===== src/rtl/xgmii_decoder.sv =====
// xgmii_decoder: receive-side 64b/66b decoder for a 10GBASE-R PCS.
//
// Takes descrambled 66-bit blocks as two 32-bit words (low word first, sync
// header sampled with the first word). Rebuilds the 64-bit block and decodes
// it to XGMII characters. Drives the result to the MAC as two 32-bit
// half-blocks on consecutive cycles.
//
// Ports:
//   i_clk            PCS RX clock
//   i_reset_n        synchronous, active-low reset
//   i_rx_data        descrambled block word; [7:0] of word 0 is the block type
//   i_rx_sync_hdr    sync header, sampled with word 0 only
//   i_rx_valid       i_rx_data valid this cycle
//   i_rx_block_start marks word 0 of a block (only when i_rx_valid=1)
//   o_xgmii_rxd      XGMII RX data, lane k = bits [8k+7:8k]
//   o_xgmii_rxc      XGMII RX control, 1 = control character
//   o_xgmii_valid    rxd/rxc carry a decoded half-block
//   o_decode_err     one-cycle pulse with the low half of an errored block
//   o_err_count      saturating count of errored blocks
module xgmii_decoder #(
    parameter int unsigned DATA_WIDTH    = 32,
    parameter int unsigned CTRL_WIDTH    = DATA_WIDTH / 8,
    parameter int unsigned HDR_WIDTH     = 2,
    parameter int unsigned ERR_CNT_WIDTH = 16
) (
    input  logic                     i_clk,
    input  logic                     i_reset_n,
    input  logic [DATA_WIDTH-1:0]    i_rx_data,
    input  logic [HDR_WIDTH-1:0]     i_rx_sync_hdr,
    input  logic                     i_rx_valid,
    input  logic                     i_rx_block_start,
    output logic [DATA_WIDTH-1:0]    o_xgmii_rxd,
    output logic [CTRL_WIDTH-1:0]    o_xgmii_rxc,
    output logic                     o_xgmii_valid,
    output logic                     o_decode_err,
    output logic [ERR_CNT_WIDTH-1:0] o_err_count
);

    localparam logic [7:0] XG_IDLE  = 8'h07;
    localparam logic [7:0] XG_START = 8'hFB;
    localparam logic [7:0] XG_TERM  = 8'hFD;
    localparam logic [7:0] XG_ERROR = 8'hFE;

    localparam logic [DATA_WIDTH-1:0]    IDLE_WORD = {CTRL_WIDTH{XG_IDLE}};
    localparam logic [CTRL_WIDTH-1:0]    IDLE_CTRL = '1;
    localparam logic [ERR_CNT_WIDTH-1:0] CNT_MAX   = '1;

    // Returns {bad, xgmii_char} for a 7-bit 10GBASE-R control code.
    function automatic logic [8:0] map_ctrl(input logic [6:0] code);
        logic [8:0] r;
        case (code)
            7'h00:   r = {1'b0, 8'h07};
            7'h06:   r = {1'b0, 8'h06};
            7'h1E:   r = {1'b0, 8'hFE};
            7'h2D:   r = {1'b0, 8'h1C};
            7'h33:   r = {1'b0, 8'h3C};
            7'h4B:   r = {1'b0, 8'h7C};
            7'h55:   r = {1'b0, 8'hBC};
            7'h66:   r = {1'b0, 8'hDC};
            7'h78:   r = {1'b0, 8'hF7};
            default: r = {1'b1, XG_ERROR};
        endcase
        return r;
    endfunction

    // Block assembly state
    logic [DATA_WIDTH-1:0] word0_q;
    logic [HDR_WIDTH-1:0]  hdr_q;
    logic                  phase_q;

    // Output state; hi_* holds lanes 4-7 until the cycle after the low half
    logic [DATA_WIDTH-1:0]    rxd_q;
    logic [CTRL_WIDTH-1:0]    rxc_q;
    logic                     valid_q;
    logic                     err_q;
    logic [ERR_CNT_WIDTH-1:0] cnt_q;
    logic [DATA_WIDTH-1:0]    hi_rxd_q;
    logic [CTRL_WIDTH-1:0]    hi_rxc_q;
    logic                     hi_pend_q;

    logic                       blk_done;
    logic [2*DATA_WIDTH-1:0]    blk;
    logic [2*DATA_WIDTH+7:0]    blk_ext;
    logic [2*DATA_WIDTH-1:0]    dec_rxd;
    logic [2*CTRL_WIDTH-1:0]    dec_rxc;
    logic                       dec_err;
    logic                       is_term;
    int                         term_k;
    logic [8:0]                 m;

    assign blk_done = i_rx_valid && !i_rx_block_start && phase_q;
    assign blk      = {i_rx_data, word0_q};
    // Zero-extended so the terminate loop can index byte i+1 for every lane
    assign blk_ext  = {8'h00, blk};

    always_comb begin
        dec_rxd = {2 * CTRL_WIDTH{XG_ERROR}};
        dec_rxc = '1;
        dec_err = 1'b1;
        is_term = 1'b0;
        term_k  = 0;
        m       = '0;
        if (hdr_q == 2'b01) begin
            dec_rxd = blk;
            dec_rxc = '0;
            dec_err = 1'b0;
        end else if (hdr_q == 2'b10) begin
            dec_err = 1'b0;
            case (blk[7:0])
                8'h1E: begin
                    for (int i = 0; i < 8; i++) begin
                        m = map_ctrl(blk[8 + 7 * i +: 7]);
                        dec_rxd[8 * i +: 8] = m[7:0];
                        dec_err = dec_err | m[8];
                    end
                end
                8'h78: begin
                    dec_rxd = {blk[63:8], XG_START};
                    dec_rxc = 8'h01;
                end
                8'h33: begin
                    for (int i = 0; i < 4; i++) begin
                        m = map_ctrl(blk[8 + 7 * i +: 7]);
                        dec_rxd[8 * i +: 8] = m[7:0];
                        dec_err = dec_err | m[8];
                    end
                    dec_rxd[63:32] = {blk[63:40], XG_START};
                    dec_rxc = 8'h1F;
                end
                8'h87: begin is_term = 1'b1; term_k = 0; end
                8'h99: begin is_term = 1'b1; term_k = 1; end
                8'hAA: begin is_term = 1'b1; term_k = 2; end
                8'hB4: begin is_term = 1'b1; term_k = 3; end
                8'hCC: begin is_term = 1'b1; term_k = 4; end
                8'hD2: begin is_term = 1'b1; term_k = 5; end
                8'hE1: begin is_term = 1'b1; term_k = 6; end
                8'hFF: begin is_term = 1'b1; term_k = 7; end
                default: dec_err = 1'b1;
            endcase
            if (is_term) begin
                for (int i = 0; i < 8; i++) begin
                    if (i < term_k) begin
                        dec_rxd[8 * i +: 8] = blk_ext[8 * (i + 1) +: 8];
                        dec_rxc[i] = 1'b0;
                    end else if (i == term_k) begin
                        dec_rxd[8 * i +: 8] = XG_TERM;
                    end else begin
                        dec_rxd[8 * i +: 8] = XG_IDLE;
                    end
                end
            end
        end
    end

    always_ff @(posedge i_clk) begin
        if (!i_reset_n) begin
            word0_q   <= '0;
            hdr_q     <= '0;
            phase_q   <= 1'b0;
            rxd_q     <= IDLE_WORD;
            rxc_q     <= IDLE_CTRL;
            valid_q   <= 1'b0;
            err_q     <= 1'b0;
            cnt_q     <= '0;
            hi_rxd_q  <= IDLE_WORD;
            hi_rxc_q  <= IDLE_CTRL;
            hi_pend_q <= 1'b0;
        end else begin
            // A new word 0 always wins, dropping any pending one
            if (i_rx_valid) begin
                if (i_rx_block_start) begin
                    word0_q <= i_rx_data;
                    hdr_q   <= i_rx_sync_hdr;
                    phase_q <= 1'b1;
                end else if (phase_q) begin
                    phase_q <= 1'b0;
                end
            end

            if (blk_done) begin
                rxd_q     <= dec_rxd[DATA_WIDTH-1:0];
                rxc_q     <= dec_rxc[CTRL_WIDTH-1:0];
                valid_q   <= 1'b1;
                err_q     <= dec_err;
                hi_rxd_q  <= dec_rxd[2*DATA_WIDTH-1:DATA_WIDTH];
                hi_rxc_q  <= dec_rxc[2*CTRL_WIDTH-1:CTRL_WIDTH];
                hi_pend_q <= 1'b1;
                if (dec_err && (cnt_q != CNT_MAX)) begin
                    cnt_q <= cnt_q + ERR_CNT_WIDTH'(1);
                end
            end else if (hi_pend_q) begin
                rxd_q     <= hi_rxd_q;
                rxc_q     <= hi_rxc_q;
                valid_q   <= 1'b1;
                err_q     <= 1'b0;
                hi_pend_q <= 1'b0;
            end else begin
                rxd_q   <= IDLE_WORD;
                rxc_q   <= IDLE_CTRL;
                valid_q <= 1'b0;
                err_q   <= 1'b0;
            end
        end
    end

    assign o_xgmii_rxd   = rxd_q;
    assign o_xgmii_rxc   = rxc_q;
    assign o_xgmii_valid = valid_q;
    assign o_decode_err  = err_q;
    assign o_err_count   = cnt_q;

endmodule

===== config.mk =====
export PLATFORM = sky130hd
export DESIGN_NAME = xgmii_decoder
export DESIGN_NICKNAME = d
export VERILOG_FILES = /design/src/rtl/xgmii_decoder.sv
export SDC_FILE = /design/constraint.sdc
export NUM_CORES = 1
export LEC_CHECK = 0
export ABC_AREA = 1
export ABC_CLOCK_PERIOD_IN_PS = 2400
export BUFFER_PORTS_ARGS = -buffer_cell sky130_fd_sc_hd__buf_2
export CORE_MARGIN = 2
export CORE_UTILIZATION = 35
export CTS_CLUSTER_DIAMETER = 150
export DETAILED_ROUTE_END_ITERATION = 8
export PLACE_DENSITY = 0.54
export SLEW_MARGIN = 20
export SYNTH_ARGS = -nofsm -noshare
export SYNTH_HDL_FRONTEND = slang
export SYNTH_SLANG_ARGS = --single-unit

===== constraint.sdc =====
create_clock -name i_clk -period 2.4 [get_ports i_clk]
set_input_delay 0.12 -clock i_clk [delete_from_list [all_inputs] [get_ports i_clk]]
set_output_delay 0.12 -clock i_clk [all_outputs]
set_load 0.03 [all_outputs]

# Yosys cells after proc, flatten, opt, wreduce, memory -nomap -nowiden
# Cells that the tools add are included.
[word_totals]
n_memories = 0
register_bits = 126
out_inout_bits = 54
latchBits = 0
romBits = 0
mem_bits_rw = 0
elab_cells = 226
[op_classes]
order_cmp = 8
eq_ne = 85
n_bitwise = 10
shifts = 0
n_mux = 93
div_mod_pow = 0
add_sub_neg = 1
mul = 0
reduce_logical = 18
[ops]
columns = ["op", "count"]
rows = [
  ["one-hot mux 9 bit (9 select lines)", 8],
  ["two-way mux 9 bit", 36],
  ["== test 7 bit, second input constant", 32],
  ["two-way mux 64 bit", 3],
  ["one-hot mux 64 bit (3 select lines)", 1],
  ["two-way mux 8 bit", 19],
  ["== test 4 x 32 -> 1 bit, first input constant", 4],
  ["less-than comparator 4 x 32 -> 1 bit, first input constant", 4],
  ["two-way mux 32 bit", 4],
  ["== test 7 x 6 -> 1 bit, second input constant", 16],
  ["== test 3 x 32 -> 1 bit, first input constant", 2],
  ["== test 8 bit, second input constant", 8],
  ["less-than comparator 3 x 32 -> 1 bit, first input constant", 2],
  ["== test 7 x 3 -> 1 bit, second input constant", 8],
  ["== test 7 x 5 -> 1 bit, second input constant", 8],
  ["zero test 7 bit", 8],
  ["== test 2 x 32 -> 1 bit, first input constant", 1],
  ["zero test 32 bit", 1],
  ["less-than comparator 1 x 32 -> 1 bit, first input constant", 1],
  ["less-than comparator 2 x 32 -> 1 bit, first input constant", 1],
  ["one-hot mux 3 bit (7 select lines)", 1],
  ["two-way mux 1 bit", 17],
  ["adder 16 x 1 -> 16 bit, second input constant", 1],
  ["!= test 16 bit, second input constant", 1],
  ["14 further kinds", 28],
]

# Depth between registers and ports, before layout
[logic_depth]
depth_word = 17
depth_mapped = 15
ltp_nobuf = 14

# Worst setup path before layout
# No wires, ideal clock.
[synth_path]
kind = "register -> register"
start = "reg cnt_q[1], in the netlist o_err_count[1]"
end = "reg cnt_q[3], in the netlist o_err_count[3]"
stages_incl_launch_ff = 12
arrival_ps = 1953
required_time_ps = 2286
path_slack_ps = 333
setup_ps = 114
path_cell_list = "dfxtp_1 -> ha_1 -> nand3_1 -> nor3_1 -> inv_1 -> nor3_1 -> nand3_1 -> buf_1 -> nand4_1 -> nand2_1 -> inv_1 -> nor2_1"
[synth_via]
elab_chain_len = 3
elab_cells_between_ends = 4
[synth_rtl]
columns = ["item", "line", "rtl"]
rows = [
  ["start: declaration", "76", "logic [ERR_CNT_WIDTH-1:0] cnt_q;"],
  ["start signal: assignment", "189", "cnt_q <= cnt_q + ERR_CNT_WIDTH'(1);"],
  ["parallel branches: the longest is 3 deep, another holds adder 16 x 1 -> 16 bit", "-", ""],
]
# Parallel ways; which one is timed is not known.
# A chain may end at the register's enable or synchronous reset.

# Worst setup path after layout
[layout_path]
start = "reg word0_q[4]"
end = "reg hi_rxd_q[17]"
[layout_via]
elab_chain_len = 10
elab_cells_between_ends = 26
[layout_rtl]
columns = ["item", "line", "rtl"]
rows = [
  ["start: declaration", "67", "logic [DATA_WIDTH-1:0] word0_q;"],
  ["start signal: assignment", "172", "word0_q <= i_rx_data;"],
  ["parallel branches: the longest is 7 deep, another holds less-than comparator 4 x 32 -> 1 bit", "-", ""],
  ["two-way mux 64 bit *", "140", "if (is_term) begin"],
  ["two-way mux 64 bit *", "107", "end else if (hdr_q == 2'b10) begin"],
  ["two-way mux 64 bit *", "103", "if (hdr_q == 2'b01) begin"],
  ["end signal: assignment", "185", "hi_rxd_q <= dec_rxd[2*DATA_WIDTH-1:DATA_WIDTH];"],
  ["end: declaration", "77", "logic [DATA_WIDTH-1:0] hi_rxd_q;"],
]
# Every way passes the cells marked *. The select of a mux whose other input is x is not followed.

==> impl_metrics.tcl <==
set metrics [dict create \
    outcome "finished clean" \
    drcViolationCount 0 \
    initial_core_util 0.357 \
    synth.distinct_cells 49 \
    routed_met1_length_um 16500 \
    worst_margin_slew_ns 0.743 \
    cp_cell_sequence "nand2_1, nor2_2, nand2_1, buf_4, nand2_4, inv_2, o21ai_0, a21oi_1, o21ai_1, o211ai_1, nand3_1" \
    placedInstanceArea_mm2 0.00993 \
    worst_ep_arrival_time_ns 2.73 \
    achievable-frequency_ghz 0.424 \
    synthesis.area_per_instance_um2 6.12 \
    rr_endpoint "hi_rxd_q[17]" \
    cts.htree.levels 4 \
    postSynth.asyncResetShare 0 \
    grt_pass1_vias 9942 \
    met2RoutedLength_um 17500 \
    layout_worst_path_cycle_share 0.983 \
    number_of_cells_produced_by_synthesis 1421 \
    fp.dieW_um 162 \
    synth_top_cell_area_share 0.290 \
    synth_enable_flop_cells 0 \
    postSynthNetCount 1460 \
    cpMostUsedCell "sky130_fd_sc_hd__nand2_1" \
    antenna_violations_before_repair 0 \
    crit_type "reg2reg" \
    cells_taking_the_most_area_after_synthesis "sky130_fd_sc_hd__dfxtp_1, sky130_fd_sc_hd__nand2_1, sky130_fd_sc_hd__nor2_1, sky130_fd_sc_hd__a21oi_1, sky130_fd_sc_hd__o21ai_0" \
    synth_seq_cells 126 \
    placeableCoreArea_mm2 0.0243 \
    port_buffers 91 \
    flop_to_flop_setup_slack_ns 0.04 \
    irDropWorstVdd_uv 383 \
    synth_top_flop_cell "sky130_fd_sc_hd__dfxtp_1" \
    routed_wl_um 38600 \
    regToRegStartpoint "word0_q[4]" \
    yosysWarningCount 0 \
    worstHoldPathCells 3 \
    synthToLayoutAreaGrowth_pct 22.9 \
    design_power_total_mw 5.61 \
    holdPathEnd "hdr_q[1]" \
    routed_wire_length_on_met3_um 2820 \
    fin_util 0.439 \
    critPathLaunchType "flip-flop" \
    worst_r2r_path_depth 11 \
    finalNetCount 1603 \
    hold_path.startpoint "i_rx_sync_hdr[1]" \
    cts_num_sinks 126 \
    antenna_violating_nets_post_route 0 \
    hold_class "in2reg" \
    total_leakage_power_nw 4.72 \
    top_routing_layer_used "met4" \
    cts_root_buf "sky130_fd_sc_hd__clkbuf_16" \
    layout_min_cycle_time_ns 2.36 \
    synth_top_area_cell "sky130_fd_sc_hd__dfxtp_1" \
    drt_first_pass_iters 5 \
    tritoncts_clock_tree "built" \
    synth.cell_area_mm2 0.00869 \
    timing.clock.skew_ns 0.0127 \
    maxCapViolCount 0 \
    clock_insertion_delay_worst_skew_ns 0.44 \
    setup_viol_count_final 0 \
    finalWeightedCongestion 0.989 \
    timing_max_transition_violations_final 0 \
    grt_overflow_total 0 \
    critical_path.slowest_cell "sky130_fd_sc_hd__o21ai_0" \
    die_h_um 162 \
    final_hold_viol_count 0 \
    hpwlAfterDp_um 28900 \
    pin_count_of_the_biggest_net_entering_global_routing 51 \
    setup.worst_path.end_class "flip-flop" \
    timing.slew.headroom 0.505 \
    detail_route.wl_per_cell_um 20.3 \
    worst_path_largest_cell_delay_ns 0.47 \
    clk_path_buf_depth 2 \
    grt_pass1_wl_um 58300 \
    route.vias.total 10500 \
    required_ns 2.77 \
    pwr_density_cell_mw_per_mm2 525 \
    routed_via_density 5.54 \
    overall_die_area_mm2 0.0261 \
    seq_area_frac_synth 0.290 \
    post-route-cell-area_mm2 0.0107 \
    post_route_cells_drive_above_1_share 0.194 \
    cts.reportedPaths.clkPinSlew_ns 0.06 \
    numCtsBuffers 17 \
    crit_fanout 9 \
    top_level_pins 92 \
    grtUsageTotal 0.292 \
    core_rows 57 \
    num_antenna_cells 0 \
    drt_iter0_drc 1018 \
]
-- logic make-up after synthesis --
group / count (synthesis) / share of synthesized area
buffers and inverters: 214 / 0.0977
xor gates and xnor gates: 3 / 0.00302
adders and majority gates: 1 / 0.00144
and+or+nand+nor: 706 / 0.366
AOI/OAI and AO/OA: 371 / 0.241
DFF: 126 / 0.290
-- through the flow --
stage	hold slack (ns)	setup slack, ns	cells	TNS (ns)
2_1_floorplan	0.272	0.333	1421	0
3_3_place_gp	0.432	-0.00123	1856	-0.00123
3_5_place_dp	0.428	0.0387	1856	0
4_1_cts	0.0205	0.0125	1888	0
5_1_grt	0.0491	-0.00209	1900	-0.00209
6_report	0.0184	0.0415	1900	0
-- cell usage in the layout (no fill, tap or decap), types with 4 or more instances in the layout --
master	count
sky130_fd_sc_hd__nand2_1	312
sky130_fd_sc_hd__clkinv_2	4
sky130_fd_sc_hd__nor3_1	23
sky130_fd_sc_hd__nand4_1	23
sky130_fd_sc_hd__o22ai_1	4
sky130_fd_sc_hd__nand3_1	95
sky130_fd_sc_hd__o221ai_1	9
sky130_fd_sc_hd__inv_2	19
sky130_fd_sc_hd__nor2_2	15
sky130_fd_sc_hd__o21ai_1	24
sky130_fd_sc_hd__o2111ai_1	16
sky130_fd_sc_hd__buf_4	88
sky130_fd_sc_hd__dfxtp_2	10
sky130_fd_sc_hd__o21ai_0	122
sky130_fd_sc_hd__nand2_2	7
sky130_fd_sc_hd__o21bai_1	12
sky130_fd_sc_hd__nand2_4	5
sky130_fd_sc_hd__nor3_2	6
sky130_fd_sc_hd__nand4_2	9
sky130_fd_sc_hd__o211ai_1	34
sky130_fd_sc_hd__buf_2	91
sky130_fd_sc_hd__a21oi_1	138
sky130_fd_sc_hd__nand3_2	7
sky130_fd_sc_hd__clkbuf_16	17
sky130_fd_sc_hd__dfxtp_1	116
sky130_fd_sc_hd__nor2_1	190
sky130_fd_sc_hd__inv_1	130
-- routing by layer --
layer  up-vias  GRT usage
li1       5078          -
met1      4888      0.381
met2       458      0.473
met3        95     0.0462
met4         0      0.132
met5         -          0
-- power breakdown --
part | internal [mW] | total, mW | switching (mW)
clock | 1.55 | 2.63 | 1.08
combinational | 0.210 | 0.756 | 0.545
sequential | 2.16 | 2.22 | 0.0607
total | 3.92 | 5.61 | 1.69
-- state kept, by name, summed over array words and instances (netlist names), 2 cells and up --
name / count
word0_q: 32
hdr_q: 2
o_xgmii_rxc: 4
o_xgmii_rxd: 32
hi_rxd_q: 32
hi_rxc_q: 4
o_err_count: 16
-- repair_timing --
action	in CTS	in global routing
gates resized for setup	0	22
setup buffers	0	10
endpoints found under the setup margin	0	33
hold buffers	1	0
hold endpoints to repair	1	0
-- how the worst max path moves through the flow --
stage                         startpoint         endpoint  slack, ns  cells past startpoint
after global placement        word0_q[0]  o_xgmii_rxd[27]     -0.001                     13
final                         word0_q[4]     hi_rxd_q[17]       0.04                     11
after CTS                     word0_q[3]  o_xgmii_rxd[27]       0.01                     13
after floorplan           o_err_count[1]   o_err_count[3]       0.33                     11
after global routing         word0_q[14]   o_err_count[1]     -0.002                     13
after detailed placement      word0_q[3]  o_xgmii_rxd[27]       0.04                     13
-- worst max-delay path, delay by kind of cell, from the launching register on --
kind	cells	cell delay [ns]
DFF	1	0.39
AOI/OAI and AO/OA	4	0.95
and+or+nand+nor	5	0.66
buffers and inverters	2	0.29
-- cells in the mapped netlist (8+ instances only) --
master	instances
sky130_fd_sc_hd__nand2_1	314
sky130_fd_sc_hd__nor2_1	194
sky130_fd_sc_hd__a21oi_1	138
sky130_fd_sc_hd__inv_1	131
sky130_fd_sc_hd__dfxtp_1	126
sky130_fd_sc_hd__o21ai_0	122
sky130_fd_sc_hd__nand3_1	96
sky130_fd_sc_hd__clkbuf_1	44
sky130_fd_sc_hd__o211ai_1	34
sky130_fd_sc_hd__nor3_1	25
sky130_fd_sc_hd__o21ai_1	25
sky130_fd_sc_hd__nand4_1	23
sky130_fd_sc_hd__inv_2	18
sky130_fd_sc_hd__o2111ai_1	16
sky130_fd_sc_hd__nor2_2	12
sky130_fd_sc_hd__o21bai_1	12
sky130_fd_sc_hd__o221ai_1	9
sky130_fd_sc_hd__nand4_2	8
-- final cells by class --
class,count,area [um2]
Sequential cell,126,2530
Clock inverter,13,139
Tap cell,324,405
Fill cell,2651,13600
Clock buffer,18,439
Inverter,152,573
Multi-Input combinational cell,1083,5400
Timing Repair Buffer,184,1200
No activity file was read; power rests on OpenSTA's default activity.
